--- src/rtl/cluster_extract_seq.sv ---
// Purpose: extract up to MXCLUSTERS clusters per event by iterating one shared priority encoder over a masked pad pattern.
// Latency: slot i is captured ENC_LAT*(i+1) clocks after start; done pulses after ENC_LAT*MXCLUSTERS+1 clocks.
// Backpressure: none; a start that arrives while busy is dropped and flagged on start_lost.
// Optional feature macro: CLUSTER_EXTRACT_EARLY_DONE_EN (finish at the first empty encoder result).
module cluster_extract_seq #(
  parameter int MXKEYS     = 192,
  parameter int MXKEYBITS  = 8,
  parameter int MXCLUSTERS = 8,
  parameter int ENC_LAT    = 2
) (
  input  logic                           clock,
  input  logic                           reset_n,
  input  logic                           start,
  input  logic [MXKEYS-1:0]              vpfs_in,
  input  logic [3*MXKEYS-1:0]            cnts_in,
  input  logic [2:0]                     pass_in,
  output logic [MXKEYS-1:0]              enc_vpfs,
  output logic [3*MXKEYS-1:0]            enc_cnts,
  input  logic                           enc_vpf,
  input  logic [2:0]                     enc_cnt,
  input  logic [MXKEYBITS-1:0]           enc_adr,
  output logic                           busy,
  output logic                           done,
  output logic [(4+MXKEYBITS)*MXCLUSTERS-1:0] clusters,
  output logic [3:0]                     nclusters,
  output logic [2:0]                     pass_out,
  output logic                           start_lost
);

  localparam int SLOTW = 4 + MXKEYBITS;
  localparam int WAITW = (ENC_LAT > 1) ? $clog2(ENC_LAT) : 1;
  localparam logic [WAITW-1:0] WAIT_LAST = WAITW'(ENC_LAT - 1);
  localparam logic [3:0]       ITER_LAST = 4'(MXCLUSTERS - 1);
  localparam logic [SLOTW-1:0] EMPTY_SLOT = {1'b0, 3'b000, {MXKEYBITS{1'b1}}};

  typedef enum logic [1:0] {IDLE, RUN, FINISH} state_t;

  state_t             state;
  logic [3:0]         iter;
  logic [WAITW-1:0]   wait_cnt;
  logic [SLOTW-1:0]   slot_q [MXCLUSTERS];

  logic [MXKEYS-1:0]  hit_mask;
  logic [SLOTW-1:0]   cap_slot;
  logic [3:0]         nvalid;
  logic [SLOTW*MXCLUSTERS-1:0] slot_pack;

  // Pads covered by the current winner: adr..adr+cnt, clipped at the top pad; nothing for an empty or out-of-range result.
  always_comb begin
    hit_mask = '0;
    for (int k = 0; k < MXKEYS; k++) begin
      if (enc_vpf && (int'(enc_adr) < MXKEYS) &&
          (k >= int'(enc_adr)) && (k <= int'(enc_adr) + int'(enc_cnt))) begin
        hit_mask[k] = 1'b1;
      end
    end
  end

  // Slot word for the current encoder result; an empty result is stored as the idle pattern.
  always_comb begin
    cap_slot = EMPTY_SLOT;
    if (enc_vpf) begin
      cap_slot = {1'b1, enc_cnt, enc_adr};
    end
  end

  // Count valid slots and pack the working slots for publication at FINISH.
  always_comb begin
    nvalid    = '0;
    slot_pack = '0;
    for (int s = 0; s < MXCLUSTERS; s++) begin
      nvalid = nvalid + {3'b000, slot_q[s][SLOTW-1]};
      slot_pack[s*SLOTW +: SLOTW] = slot_q[s];
    end
  end

  // Sequencer FSM: load the event, run one encoder pass per slot, then publish results.
  always_ff @(posedge clock or negedge reset_n) begin
    if (!reset_n) begin
      state      <= IDLE;
      iter       <= '0;
      wait_cnt   <= '0;
      busy       <= 1'b0;
      done       <= 1'b0;
      start_lost <= 1'b0;
      nclusters  <= '0;
      pass_out   <= '0;
      enc_vpfs   <= '0;
      enc_cnts   <= '0;
      clusters   <= {MXCLUSTERS{EMPTY_SLOT}};
      for (int s = 0; s < MXCLUSTERS; s++) begin
        slot_q[s] <= EMPTY_SLOT;
      end
    end else begin
      done       <= 1'b0;
      start_lost <= start && busy;
      case (state)
        IDLE: begin
          if (start) begin
            enc_vpfs <= vpfs_in;
            enc_cnts <= cnts_in;
            pass_out <= pass_in;
            iter     <= '0;
            wait_cnt <= '0;
            busy     <= 1'b1;
            state    <= RUN;
          end
        end
        RUN: begin
          if (wait_cnt == WAIT_LAST) begin
            wait_cnt <= '0;
            enc_vpfs <= enc_vpfs & ~hit_mask;
            iter     <= iter + 4'd1;
`ifdef CLUSTER_EXTRACT_EARLY_DONE_EN
            // An empty result means the pattern is exhausted: blank this and every later slot.
            for (int s = 0; s < MXCLUSTERS; s++) begin
              if ((s == int'(iter)) || (!enc_vpf && (s > int'(iter)))) begin
                slot_q[s] <= cap_slot;
              end
            end
            if (!enc_vpf || (iter == ITER_LAST)) begin
              state <= FINISH;
            end
`else
            for (int s = 0; s < MXCLUSTERS; s++) begin
              if (s == int'(iter)) begin
                slot_q[s] <= cap_slot;
              end
            end
            if (iter == ITER_LAST) begin
              state <= FINISH;
            end
`endif
          end else begin
            wait_cnt <= wait_cnt + 1'b1;
          end
        end
        FINISH: begin
          clusters  <= slot_pack;
          nclusters <= nvalid;
          done      <= 1'b1;
          busy      <= 1'b0;
          state     <= IDLE;
        end
        default: begin
          state <= IDLE;
        end
      endcase
    end
  end

endmodule

--- config.mk ---
export PLATFORM = sky130hd
export DESIGN_NAME = cluster_extract_seq
export DESIGN_NICKNAME = d
export VERILOG_FILES = /design/src/rtl/cluster_extract_seq.sv
export SDC_FILE = /design/constraint.sdc
export NUM_CORES = 2
export LEC_CHECK = 0
export CORE_AREA = 8 8 633 635
export DETAILED_ROUTE_END_ITERATION = 12
export DIE_AREA = 0 0 641 643
export PLACE_DENSITY_LB_ADDON = 0.15
export SETUP_SLACK_MARGIN = 0.5
export SYNTH_ARGS = -nofsm -noshare
export SYNTH_HDL_FRONTEND = slang
export SYNTH_SLANG_ARGS = --single-unit
--- constraint.sdc ---
create_clock -name clock -period 6.9 [get_ports clock]
set_clock_uncertainty 0.05 [all_clocks]
set_input_delay 1.725 -clock clock [delete_from_list [all_inputs] [get_ports clock]]
set_output_delay 1.725 -clock clock [all_outputs]
set_load 0.005 [all_outputs]
Yosys cells after proc, flatten, opt, wreduce, memory -nomap -nowiden
Cells that the tools add are included.
W data, S select, Z words.
{ "totals": {"elab_cells": 1041, "in_bits": 786, "register_bits": 977} }
{ "op_classes": {"mux": 209, "n_addsub": 10, "bitwise": 2, "n_reduce_logical": 403, "eq_ne": 13, "n_lt_le_gt_ge": 385} }
{ "op_table": {"columns": ["operator", "count"], "rows": [
  ["$le A8 B32 Y1 const A", 64],
  ["$le A9 B32 Y1 const A", 63],
  ["$le A7 B32 Y1 const A", 32],
  ["$ge A7 B8 Y1 const A", 64],
  ["$ge A8 B8 Y1 const A", 64],
  ["$le A6 B32 Y1 const A", 16],
  ["$logic_and A1 B1 Y1", 386],
  ["$mux W192", 2],
  ["$pmux W192 S2", 1],
  ["$ge A6 B8 Y1 const A", 32],
  ["$le A5 B32 Y1 const A", 8],
  ["$mux W1", 196],
  ["$and A192 B192 Y192", 1],
  ["$not A192 Y192", 1],
  ["$ge A5 B8 Y1 const A", 16],
  ["$le A4 B32 Y1 const A", 4],
  ["$ge A4 B8 Y1 const A", 8],
  ["$le A3 B32 Y1 const A", 2],
  ["$ge A3 B8 Y1 const A", 4],
  ["$le A1 B32 Y1 const A", 1],
  ["$le A2 B32 Y1 const A", 1],
  ["$reduce_and A3 Y1", 10],
  ["$add A4 B1 Y4", 4],
  ["$eq A4 B4 Y1 const A", 4],
  ["26 further kinds", 38]
]} }

Longest topological paths before layout
{ "logic_depth": {"ltp_word": 9, "mapped_depth": 13, "ltp_nobuf": 10} }

Worst setup path after synthesis
OpenSTA, ideal clock, no wires.
{ "synth_timing": {"path_kind": "input to register", "start": "in enc_cnt[0]", "end": "reg enc_vpfs[48]", "cell_stages": 13, "path_slack_ns": 2.568, "arrival_ns": 4.153, "path_cell_list": "ha_1 > fa_1 > buf_2 > a21oi_1 > buf_2 > o21ai_1 > a21oi_1 > or2_1 > buf_4 > buf_4 > nor2_1 > o311ai_0 > nand2_1"} }
{ "synth_between": {"elab_chain_cells": 8} }
{ "synth_lines": {"columns": ["item", "line_no", "rtl"], "rows": [
  ["start: declaration", "20", "input logic [2:0] enc_cnt,"],
  ["$add A8 B3 Y9", "53", "(k >= int'(enc_adr)) && (k <= int'(enc_adr) + int'(enc_cnt))) begin"],
  ["$le A7 B32 Y1", "53", null],
  ["$logic_and A1 B1 Y1", "53", null],
  ["$mux W1", "52", "if (enc_vpf && (int'(enc_adr) < MXKEYS) &&"],
  ["$not A192 Y192", "112", "enc_vpfs <= enc_vpfs & ~hit_mask;"],
  ["$and A192 B192 Y192", "112", null],
  ["$mux W192", "110", "if (wait_cnt == WAIT_LAST) begin"],
  ["$pmux W192 S2", "97", "case (state)"],
  ["end signal: assignment", "100", "enc_vpfs <= vpfs_in;"],
  ["end signal: assignment", "112", null],
  ["end: declaration", "17", "output logic [MXKEYS-1:0] enc_vpfs,"]
]} }
Every way passes these cells. The select of a mux whose other input is x is not followed.
A chain may end at the register's enable or synchronous reset.

Worst setup path in the final report
{ "layout_timing": {"start": "in enc_adr[1]", "end": "reg enc_vpfs[13]"} }
{ "layout_between": {"elab_chain_cells": 9, "elab_cells_between_ends": 12, "classes_between": "add/sub: 1; order compare: 3; mux: 3; bitwise: 2; reduce/logical: 3"} }
{ "layout_lines": {"columns": ["item", "line_no", "rtl"], "rows": [
  ["start: declaration", "21", "input logic [MXKEYBITS-1:0] enc_adr,"],
  ["parallel branches: the longest is 3 deep, another holds $le A5 B32 Y1", null, null],
  ["$logic_and A1 B1 Y1 (*)", "53", null],
  ["$mux W1 (*)", "52", null],
  ["$not A192 Y192 (*)", "112", null],
  ["$and A192 B192 Y192 (*)", "112", null],
  ["$mux W192 (*)", "110", null],
  ["$pmux W192 S2 (*)", "97", null]
]} }
Every way passes the cells marked *. The select of a mux whose other input is x is not followed.

==> flow_summary.toml <==
[status]
status = "finished, final reports clean"

[worst_setup_path]
reg2reg_to = "enc_vpfs[167]"
cp_slowest_stage_delay_ps = 800
required_ps = 7620
r2r_cells = 7
crit_top_cell = "buf_4"
worst_ep_arrival_time_ps = 6340
start_kind = "input pin"
slowest_stage = "clkdlybuf4s50_1"
criticalPathCategory = "input pin to flop"
regToRegSetupSlack_ps = 3510
critPathTopFamily = "buffers and inverters"
critPathCaptureType = "flop"
crit_chain = "clkdlybuf4s50_1 -> ha_1 -> a211oi_4 -> or3_1 -> nand4_2 -> buf_4 -> nor4_1 -> a211oi_1 -> buf_4 -> o21ai_0"
cp_max_fo = 11
path_buf_inv = 3
r2r-start = "state[0]"
worstSetupStartpoint = "enc_adr[1]"

[route]
drt-total-wl_um = 424700
vias_per_cell = 3.845
num_vias = 46550
drt_pass1_iterations = 6
drc_errors = 0
ant_nets = 0
post_drt_wl_per_cell_um = 35.08
drt_iter0_markers = 3941

[clocking]
clock_sinks = 977
ctsResizeCount = 0
cts_max_level = 4
cts.reportedPaths.clkPinSlew_ps = 60
cts_buffers = 151
root_buffer = "clkbuf_16"
cts_tree = "done"
post_cts.repair.setup_buffers = 0
cts.hold.buffers_added = 0
clockBufferDepth = 4
clock_latency_ps = 810

[floorplanning]
boundaryPins = 1660
die_area_sq_um = 412200
die_width_um = 641
fp-row-count = 230
core_sq_um = 390800
dieHeight_um = 643
initial_utilization_pct = 10.92

[place]
dp_slack_ps = 526.7
post-dp-hpwl_um = 346600
io_buffers = 1659
place_inst = 11810
gp_congestion = 0.9934

[synthesis]
ys_async_sr_fraction_pct = 100.0
syn-instance-count = 4920
ys_ff_latch = 977
synth_area_leader_cell = "dfrtp_1"
yosys_warnings = 0
synth_edf_count = 0
syn_nets = 5721
yosysSeqAreaShare_pct = 57.65
synth_flop_cell = "dfrtp_1"
syn_avg_cell_area_sq_um = 8.676
synth_top_cell_area_share_pct = 49.77
synth_cell_types = 90
synthTopCellsByArea = "dfrtp_1 (50%), nand2_1 (21%), dfstp_2 (7.9%)"
synth.cell_area_sq_um = 42690

[timing]
slew_headroom_pct = 1.698
finalCritPeriodShare_pct = 81.41
setup_viol = 0
tightest_slew_ps = 1465
period_needed_ps = 5617
whs_ps = 390.6
rsz0062_at_grt = "false"
fin_tns_setup_ps = 0
hold_viol = 0
worst_slack_ps = 1283
maxSlewViolCount = 0
timing.fmax_ghz = 0.1780

[power_and_ir_drop]
finalPower_mw = 33.67
p_per_area_nw_per_um2 = 464.3
ir_worst_vdd_v = 0.0001896
p_leak_nw = 31.29

[global_route]
grt_use_total_pct = 19.74
antenna_found_initial = 163
overflow = 0
grt_pass1_vias = 47740
grt_max_degree = 150
grt_pass1_wl_um = 537900

[min_path]
whs_path_depth = 2
holdCritStartpoint = "slot_pack[1]"
hp-class = "flop to flop"
hold_end = "clusters[1]"

[finish]
layout.cells.non_filler = 12110
fin_nets = 7539
area_growth_pct = 69.90
fillers = 43910
drive_above_1_share_pct = 11.33

[flow_run]
cap_violations = 0
-- worst register-to-register path, cell delays in order (launching register included) --
cell and delay, ps:
dfrtp_1 430, nand2b_1 240, a21oi_4 770, nand2_1 440, buf_4 330, a211oi_1 780, buf_4 240, nor3_1 50
-- layout make-up --
type | count | area, sq um | area share, %
Antenna cell | 28 | 70.07 | 0.09661
Clock buffer | 224 | 4374 | 6.031
Clock inverter | 49 | 650.6 | 0.8971
Inverter | 22 | 83.83 | 0.1156
Multi-Input combinational cell | 3595 | 16800 | 23.16
Sequential cell | 977 | 24610 | 33.93
Tap cell | 5220 | 6531 | 9.006
Timing Repair Buffer | 1991 | 19410 | 26.76
-- placed cells by master, fill, tap and decap left out, types with 38 or more instances in the layout --
cell and count:
nor2_1 117, o21ai_0 301, nor3_1 50, dfrtp_1 849, dfstp_2 128, a21oi_1 137
a31oi_1 64, nand2_1 2359, o21ai_1 38, clkbuf_16 152, clkbuf_1 42, mux2i_1 42
nand3_1 47, clkdlybuf4s50_1 1654, buf_4 306
-- registers in the layout, summed over array words and instances (netlist names) --
register / cells
busy: 1
clusters: 96
nclusters: 4
pass_out: 3
enc_vpfs: 192
start_lost: 1
done: 1
state: 2
wait_cnt: 1
slot_pack: 96
enc_cnts: 576
iter: 4
-- worst max path at each step --
stage / end / slack [ps] / depth (start not counted)
detailed placement: enc_vpfs[13] / 530 / 10
floorplan: enc_vpfs[48] / 2570 / 13
global placement: enc_vpfs[13] / 520 / 10
global route: enc_vpfs[167] / 1300 / 13
CTS: enc_vpfs[13] / 1440 / 10
finish: enc_vpfs[13] / 1280 / 10
-- power breakdown --
group	internal [mW]	total [mW]	switching (mW)	leakage, nW
combinational	6.27	14.7	8.39	17.0
sequential	8.60	10.9	2.32	11.8
clock	4.74	8.09	3.35	2.45
-- synthesized netlist by cell type, types with 35 or more instances --
master,count
a21oi_1,138
a22o_1,35
a31oi_1,64
clkbuf_1,267
dfrtp_1,849
dfstp_2,128
mux2i_1,43
nand2_1,2360
nand3_1,47
nor2_1,126
nor3_1,52
o21ai_0,306
-- cell families (layout without fill, tap and decap cells) --
logic type | after synthesis | count (layout) | synth area share, %
AOI/OAI and AO/OA | 812 | 812 | 11.98
xor gates and xnor gates | 7 | 7 | 0.1436
adders and majority gates | 16 | 16 | 0.5511
buffers and inverters | 348 | 2286 | 3.315
DFF | 977 | 977 | 57.65
muxes | 52 | 52 | 1.246
other | 0 | 28 | 0
and+or+nand+nor | 2708 | 2708 | 25.12
-- per-layer routing --
layer / part of all wire (%) / wire length [um] / up-vias / GRT usage (%)
met5: 0.064 / 271 / - / 0
met2: 46 / 197000 / 2295 / 32.65
met4: 4.5 / 19260 / 40 / 7.098
li1: - / - / 19920 / -
met1: 40 / 169800 / 23690 / 23.61
met3: 9.0 / 38380 / 605 / 6.895
-- metrics by stage --
stage | area (sq um) | util (%)
final | 72520 | 18.56
after CTS | 72450 | 18.54
after detailed placement | 67430 | 17.25
after floorplan | 42690 | -
after global placement | 67430 | 17.25
after global routing | 72470 | 18.54
No activity file was read; power rests on OpenSTA's default activity.
